`src/rtl/occupancy_controller_pkg.sv`:
```
// Shared types and constants for the occupancy controller.
// Holds FSM encoding, counter width and the default occupancy limit.
package occupancy_controller_pkg;

  localparam int CNT_W = 4;
  localparam logic [CNT_W-1:0] DEF_LIMIT = 4'd12;

  typedef enum logic [1:0] {
    IDLE = 2'd0,
    STEP = 2'd1,
    DONE = 2'd2
  } state_t;

endpackage

```
`src/rtl/occupancy_controller_if.sv`:
```
// Four-phase entry/exit handshake bundle.
// The requester side is master, the controller side is slave.
interface occupancy_if;

  logic in_req;
  logic out_req;
  logic in_ack;
  logic in_rej;
  logic out_ack;
  logic out_rej;

  modport master (
    output in_req,
    output out_req,
    input  in_ack,
    input  in_rej,
    input  out_ack,
    input  out_rej
  );

  modport slave (
    input  in_req,
    input  out_req,
    output in_ack,
    output in_rej,
    output out_ack,
    output out_rej
  );

endinterface

```
`src/rtl/occupancy_controller_counter.sv`:
```
// 4-bit up/down occupancy counter with asynchronous clear.
// Bounds are enforced by the controller, never here.
module occ_counter
  import occupancy_controller_pkg::*;
(
  input  logic             clk,
  input  logic             reset_b,
  input  logic             up,
  input  logic             down,
  output logic [CNT_W-1:0] count
);

  logic [CNT_W-1:0] r_count;

  always_ff @(posedge clk or negedge reset_b) begin
    if (!reset_b) begin
      r_count <= '0;
    end else if (up && !down) begin
      r_count <= r_count + 1'b1;
    end else if (down && !up) begin
      r_count <= r_count - 1'b1;
    end
  end

  assign count = r_count;

endmodule

```
`src/rtl/occupancy_controller.sv`:
```
// Arbitrates entry/exit handshakes and steps the occupancy counter.
// Ties alternate between entry and exit; refused requests leave count.
module occupancy_controller
  import occupancy_controller_pkg::*;
#(
  parameter logic [CNT_W-1:0] LIMIT = DEF_LIMIT
) (
  input  logic             clk,
  input  logic             reset_b,
  occupancy_if.slave       bus,
  output logic [CNT_W-1:0] count,
  output logic             full,
  output logic             empty
);

  state_t r_state;
  state_t w_nxt_state;
  logic   r_gnt_in;
  logic   r_ok;
  logic   r_last_in;
  logic   w_nxt_gnt_in;
  logic   w_nxt_ok;
  logic   w_nxt_last_in;
  logic   w_pick_in;
  logic   w_gnt_req;
  logic   w_up;
  logic   w_down;

  always_ff @(posedge clk or negedge reset_b) begin
    if (!reset_b) begin
      r_state   <= IDLE;
      r_gnt_in  <= 1'b0;
      r_ok      <= 1'b0;
      r_last_in <= 1'b0;
    end else begin
      r_state   <= w_nxt_state;
      r_gnt_in  <= w_nxt_gnt_in;
      r_ok      <= w_nxt_ok;
      r_last_in <= w_nxt_last_in;
    end
  end

  // On a tie the side not granted last time wins
  assign w_pick_in = bus.in_req &&
                     (!bus.out_req || !r_last_in);
  assign w_gnt_req = r_gnt_in ? bus.in_req
                              : bus.out_req;

  always_comb begin
    w_nxt_state   = r_state;
    w_nxt_gnt_in  = r_gnt_in;
    w_nxt_ok      = r_ok;
    w_nxt_last_in = r_last_in;
    w_up          = 1'b0;
    w_down        = 1'b0;
    bus.in_ack    = 1'b0;
    bus.in_rej    = 1'b0;
    bus.out_ack   = 1'b0;
    bus.out_rej   = 1'b0;
    unique case (r_state)
      IDLE: begin
        if (bus.in_req || bus.out_req) begin
          w_nxt_state   = STEP;
          w_nxt_gnt_in  = w_pick_in;
          w_nxt_last_in = w_pick_in;
          w_nxt_ok      = w_pick_in ? !full : !empty;
        end
      end
      STEP: begin
        w_nxt_state = DONE;
        w_up        = r_gnt_in && r_ok;
        w_down      = !r_gnt_in && r_ok;
      end
      DONE: begin
        bus.in_ack  = r_gnt_in && r_ok;
        bus.in_rej  = r_gnt_in && !r_ok;
        bus.out_ack = !r_gnt_in && r_ok;
        bus.out_rej = !r_gnt_in && !r_ok;
        if (!w_gnt_req) begin
          w_nxt_state = IDLE;
        end
      end
      default: begin
        w_nxt_state = IDLE;
      end
    endcase
  end

  occ_counter u_cnt (
    .clk     (clk),
    .reset_b (reset_b),
    .up      (w_up),
    .down    (w_down),
    .count   (count)
  );

  assign full  = (count == LIMIT);
  assign empty = (count == '0);

endmodule

```
`src/flat_wrapper.sv`:
```
// flat-port wrapper written by rule: the top's interface ports become plain ports
module occupancy_controller_flat import occupancy_controller_pkg::*;
#(
  parameter logic [CNT_W-1:0] LIMIT = DEF_LIMIT
)
  (clk, reset_b, count, full, empty, bus_in_req, bus_out_req, bus_in_ack, bus_in_rej, bus_out_ack, bus_out_rej);
  occupancy_if bus_i ();
  input  logic clk;
  input  logic reset_b;
  output logic [CNT_W-1:0] count;
  output logic full;
  output logic empty;
  input wire logic [$bits(bus_i.in_req)-1:0] bus_in_req;
  input wire logic [$bits(bus_i.out_req)-1:0] bus_out_req;
  output wire logic [$bits(bus_i.in_ack)-1:0] bus_in_ack;
  output wire logic [$bits(bus_i.in_rej)-1:0] bus_in_rej;
  output wire logic [$bits(bus_i.out_ack)-1:0] bus_out_ack;
  output wire logic [$bits(bus_i.out_rej)-1:0] bus_out_rej;
  assign bus_i.in_req = bus_in_req;
  assign bus_i.out_req = bus_out_req;
  assign bus_in_ack = bus_i.in_ack;
  assign bus_in_rej = bus_i.in_rej;
  assign bus_out_ack = bus_i.out_ack;
  assign bus_out_rej = bus_i.out_rej;
  occupancy_controller #(.LIMIT(LIMIT)) u_core (.clk(clk), .reset_b(reset_b), .bus(bus_i), .count(count), .full(full), .empty(empty));
endmodule
```
`config.mk`:
```
export PLATFORM = sky130hd
export DESIGN_NAME = occupancy_controller_flat
export DESIGN_NICKNAME = d
export VERILOG_FILES = /design/src/rtl/occupancy_controller_pkg.sv /design/src/rtl/occupancy_controller_if.sv /design/src/rtl/occupancy_controller_counter.sv /design/src/rtl/occupancy_controller.sv /design/src/flat_wrapper.sv
export SDC_FILE = /design/constraint.sdc
export NUM_CORES = 1
export LEC_CHECK = 0
export ABC_AREA = 1
export ABC_CLOCK_PERIOD_IN_PS = 3900
export BUFFER_PORTS_ARGS = -buffer_cell sky130_fd_sc_hd__buf_2
export CORE_AREA = 2 2 39 41
export DETAILED_ROUTE_END_ITERATION = 10
export DIE_AREA = 0 0 41 43
export GPL_TIMING_DRIVEN = 1
export SLEW_MARGIN = 25
export SYNTH_ARGS = -nofsm -noshare
export SYNTH_HDL_FRONTEND = slang
export SYNTH_HIERARCHICAL = 1
export SYNTH_SLANG_ARGS = --single-unit
```
`constraint.sdc`:
```
create_clock -name clk -period 3.9 [get_ports clk]
set_input_delay 0.585 -clock clk [delete_from_list [all_inputs] [get_ports clk]]
set_output_delay 0.585 -clock clk [all_outputs]
set_load 0.02 [all_outputs]
```
# Word level (Yosys, flattened, before mapping)
# Cells that the tools add are included.
[totals]
regBits = 8
out_inout_bits = 10
[classes]
n_reduce_logical = 21
addsub = 2
mux = 13
eq_ne = 5
[op_table]
columns = ["operator", "n"]
rows = [
  ["$mux W1", 8],
  ["$mux W4", 2],
  ["$logic_and A1 B1 Y1", 7],
  ["$logic_not A1 Y1", 7],
  ["$pmux W2 S3", 1],
  ["$add A4 B1 Y4 const B", 1],
  ["$eq A4 B4 Y1 const B", 1],
  ["$logic_not A4 Y1", 1],
  ["$mux W2", 2],
  ["$reduce_and A2 Y1", 2],
  ["$sub A4 B1 Y4 const B", 1],
  ["$eq A2 B1 Y1 const B", 1],
  ["$eq A2 B2 Y1 const B", 1],
  ["$logic_not A2 Y1", 1],
  ["$logic_or A1 B1 Y1", 2],
  ["$ne A2 B1 Y1 const B", 1],
  ["$ne A2 B2 Y1 const B", 1],
  ["$reduce_bool A2 Y1", 1],
]

# Longest topological paths before layout
[depth]
ltp_word = 6
ltp_mapped = 13
mapped_depth_nobuf = 13

# Hierarchy
# Netlist, hierarchy kept.
[modules_own_cells]
columns = ["module", "area_per_inst_um2", "cells_each", "instances"]
rows = [
  ["occ_counter", 282.8, 36, 1],
  ["occupancy_controller", 262.8, 41, 1],
]

# Least setup slack after synthesis
# Ideal clock, no wire load.
[synth_path]
kind = "flip-flop to flip-flop"
from = "register u_core/r_last_in (netlist name)"
to = "register u_core.u_cnt.r_count[3] (netlist: u_core/u_cnt/count[3])"
synth_period_minus_slack_ns = 1.779
required_ns = 3.783
path_stages_with_launch = 11
setup_time_ns = 0.117
arrival_time_ns = 1.662
path_slack_ns = 2.121
path_cell_list = "dfrtp_1 > inv_1 > nor3_1 > ha_1 > inv_1 > ha_1 > or2_1 > nand2_1 > nand2_1 > nand3_1 > nand2_1"
[synth_rtl]
columns = ["item", "line", "source"]
rows = [
  ["end signal: assignment", "occupancy_controller_counter.sv:19", "r_count <= r_count + 1'b1;"],
  ["end signal: assignment", "occupancy_controller_counter.sv:21", "r_count <= r_count - 1'b1;"],
  ["end: declaration", "occupancy_controller_counter.sv:13", "logic [CNT_W-1:0] r_count;"],
]

==> results.sh <==
export IMPL_gr_usage_all_layers=0.1601
export IMPL_clock_sinks=8
export IMPL_ant_nets=0
export IMPL_cts_root_buf="clkbuf_4"
export IMPL_yosysMostFrequentCell="nand2_1"
export IMPL_wl_per_cell_um=9.963
export IMPL_gp_congestion=0.7098
export IMPL_n_fill_cell=153
export IMPL_die_w_um=41
export IMPL_power_density_mw_per_mm2=879.2
export IMPL_rrSetupSlack_ns=1.98
export IMPL_rows=14
export IMPL_crit_required_ns=4.05
export IMPL_async_reset_ff_frac=1.000
export IMPL_antenna_found_initial=0
export IMPL_crit_type="flip-flop to flip-flop"
export IMPL_cts_hold_buffers_added=0
export IMPL_seq_area_um2=200.2
export IMPL_synth_distinct_cells=15
export IMPL_crit_fanout=7
export IMPL_crit_path_start_kind="flip-flop"
export IMPL_cts_resized=0
export IMPL_power_leakage_nw=0.3666
export IMPL_timing_rr_end="u_core/u_cnt/count[3]$_DFFE_PN0P_"
export IMPL_layout_worst_path_cycle_share=0.4914
export IMPL_synth_edf_count=0
export IMPL_end_kind="flip-flop"
export IMPL_post_dp_hpwl_um=854.4
export IMPL_num_vias=513
export IMPL_crit_end="u_core/u_cnt/count[3]$_DFFE_PN0P_"
export IMPL_antenna_cells=0
export IMPL_dr_pass1_iters=4
export IMPL_netlist_instances=77
export IMPL_irDropWorstVdd_mv=0.3892
export IMPL_setup_violations=0
export IMPL_clk_pin_slew_ns=0.06
export IMPL_grt_max_degree=9
export IMPL_drc=0
export IMPL_synthDominantCellAreaShare=0.3670
export IMPL_final_setup_tns_ns=0
export IMPL_ff2ff_path_depth=10
export IMPL_arrival_ns=2.06
export IMPL_clockBufferDepth=2
export IMPL_crit_start="u_core/r_last_in$_DFFE_PN0P_"
export IMPL_synth_seq_area_share=0.3670
export IMPL_fin_crit_ns=1.916
export IMPL_drt_iter0_markers=10
export IMPL_rsz0062_at_grt="false"
export IMPL_grt_overflow_total=0
export IMPL_post_cts_repair_setup_buffers=0
export IMPL_yosys_top_cells_area="dfrtp_1, nand2_1, inv_1"
export IMPL_grt_pass1_vias=461
export IMPL_ys_ff_latch=8
export IMPL_drv_slew=0
export IMPL_synth_net_count=85
export IMPL_r2r_start="u_core/r_last_in$_DFFE_PN0P_"
export IMPL_drt_wl_total_um=1086
export IMPL_clk_latency_ns=0.25
export IMPL_synth_commonest_cells="nand2_1, inv_1, dfrtp_1"
export IMPL_areaGrowthSynthToFinish_pct=19.72
export IMPL_ys_warn_count=6
export IMPL_cts_tree="done"
export IMPL_skew_ns=0.009101
export IMPL_avgSynthCellArea_um2=7.085
export IMPL_coreArea_mm2=0.001384
export IMPL_viasPerCell=4.706
export IMPL_clock_fmax_mhz=521.8
export IMPL_nNetsFinal=103
export IMPL_final_hold_viol_count=0
export IMPL_start_util=0.3942
export IMPL_maxSlewHeadroom=0.8152
export IMPL_fp_dieArea_mm2=0.001763
export IMPL_drive_gt1_frac=0.1935
export IMPL_port_buffers=13
export IMPL_htreeDepth=1
export IMPL_hp_class="input pin to asynchronous set/reset pin"
export IMPL_syn_area_um2=545.5
export IMPL_max_cap_violations=0
export IMPL_grt_pass1_wl_um=1911
export IMPL_die_y_um=43
export IMPL_cts_buffers=3
export IMPL_status="completed"
export IMPL_worstMarginPinSlew_ns=0.2772
export IMPL_fin_ws_ns=1.984
export IMPL_synthFlopType="dfrtp_1"
export IMPL_multi_input_area_um2=296.5
export IMPL_io_pins=14
export IMPL_final_core_utilization=0.4720
export IMPL_synth_top_area_cell="dfrtp_1"
export IMPL_pre_cts_ws_ns=1.982
-- metal layers --
| layer | share of wire | global-route usage | vias up |
|---|---|---|---|
| met4 | 0.0037 | 0.08000 | 0 |
| met3 | 0.048 | 0.03141 | 2 |
| met5 | 0 | 0 | - |
| li1 | - | - | 273 |
| met2 | 0.44 | 0.2344 | 12 |
| met1 | 0.50 | 0.2152 | 226 |
-- flip-flops by register name (all words and copies together), names as in the netlist --
| register | cells |
|---|---|
| u_core/r_ok | 1 |
| u_core/r_last_in | 1 |
| u_core/u_cnt/count | 4 |
| u_core/r_state | 2 |
-- stage by stage --
stage	power, mW	instance area [um2]	instances	hold WS, ns
6_report	0.5742	653.1	109	0.1669
5_1_grt	0.6489	653.1	109	0.1673
2_1_floorplan	0.4300	545.5	77	0.2894
3_3_place_gp	0.5121	630.6	106	0.4420
3_5_place_dp	0.5150	630.6	106	0.4426
4_1_cts	0.5807	653.1	109	0.1694
-- worst min-delay path by stage --
stage | startpoint | to | slack (ns)
2_1_floorplan | reset_b | u_core/r_last_in$_DFFE_PN0P_ | 0.29
3_3_place_gp | reset_b | u_core/u_cnt/count[0]$_DFFE_PN0P_ | 0.44
4_1_cts | reset_b | u_core/u_cnt/count[2]$_DFFE_PN0P_ | 0.17
6_report | reset_b | u_core/r_last_in$_DFFE_PN0P_ | 0.17
5_1_grt | reset_b | u_core/r_last_in$_DFFE_PN0P_ | 0.17
3_5_place_dp | reset_b | u_core/u_cnt/count[0]$_DFFE_PN0P_ | 0.44
-- cell usage in the layout, fill, tap and decap left out, types with 3 or more instances in the layout --
cell and n:
buf_2 13, clkbuf_4 3, dfrtp_1 8, ha_1 3
inv_1 13, nand2_1 25, nand3_1 4, nor2_1 5
nor3_1 7, o21ai_0 3
-- area by class of cell --
cell class              count  area share
clock buffers               3     0.03448
well taps                  16     0.03065
repair buffers             13     0.09962
inverters                  13     0.07471
multi-input cells          56      0.4540
flip-flops and latches      8      0.3065
-- critical path, cell delays in order (launching register included) --
cell	delay, ns
dfrtp_1	0.44
inv_1	0.11
nor3_1	0.20
ha_1	0.19
inv_1	0.09
ha_1	0.34
or2_1	0.22
nand2_1	0.06
nand2_1	0.04
nand3_1	0.07
nand2_1	0.05
-- report_power, final --
| group | leakage, nW | internal (mW) | switching (mW) |
|---|---|---|---|
| Clock | 0.0138 | 0.0352 | 0.0275 |
| Combinational | 0.255 | 0.128 | 0.202 |
| Sequential | 0.0983 | 0.125 | 0.0572 |
| Total | 0.367 | 0.287 | 0.287 |
-- cells by family (layout without fill, tap and decap cells) --
family          Yosys count  after routing  synth area share
flops                     8              8            0.3670
buf+inv                  13             29           0.08946
simple gates             44             44            0.3509
fa+ha+maj                 4              4            0.1055
compound gates            6              6           0.05503
xor+xnor                  2              2           0.03212
No activity file was read; power rests on OpenSTA's default activity.
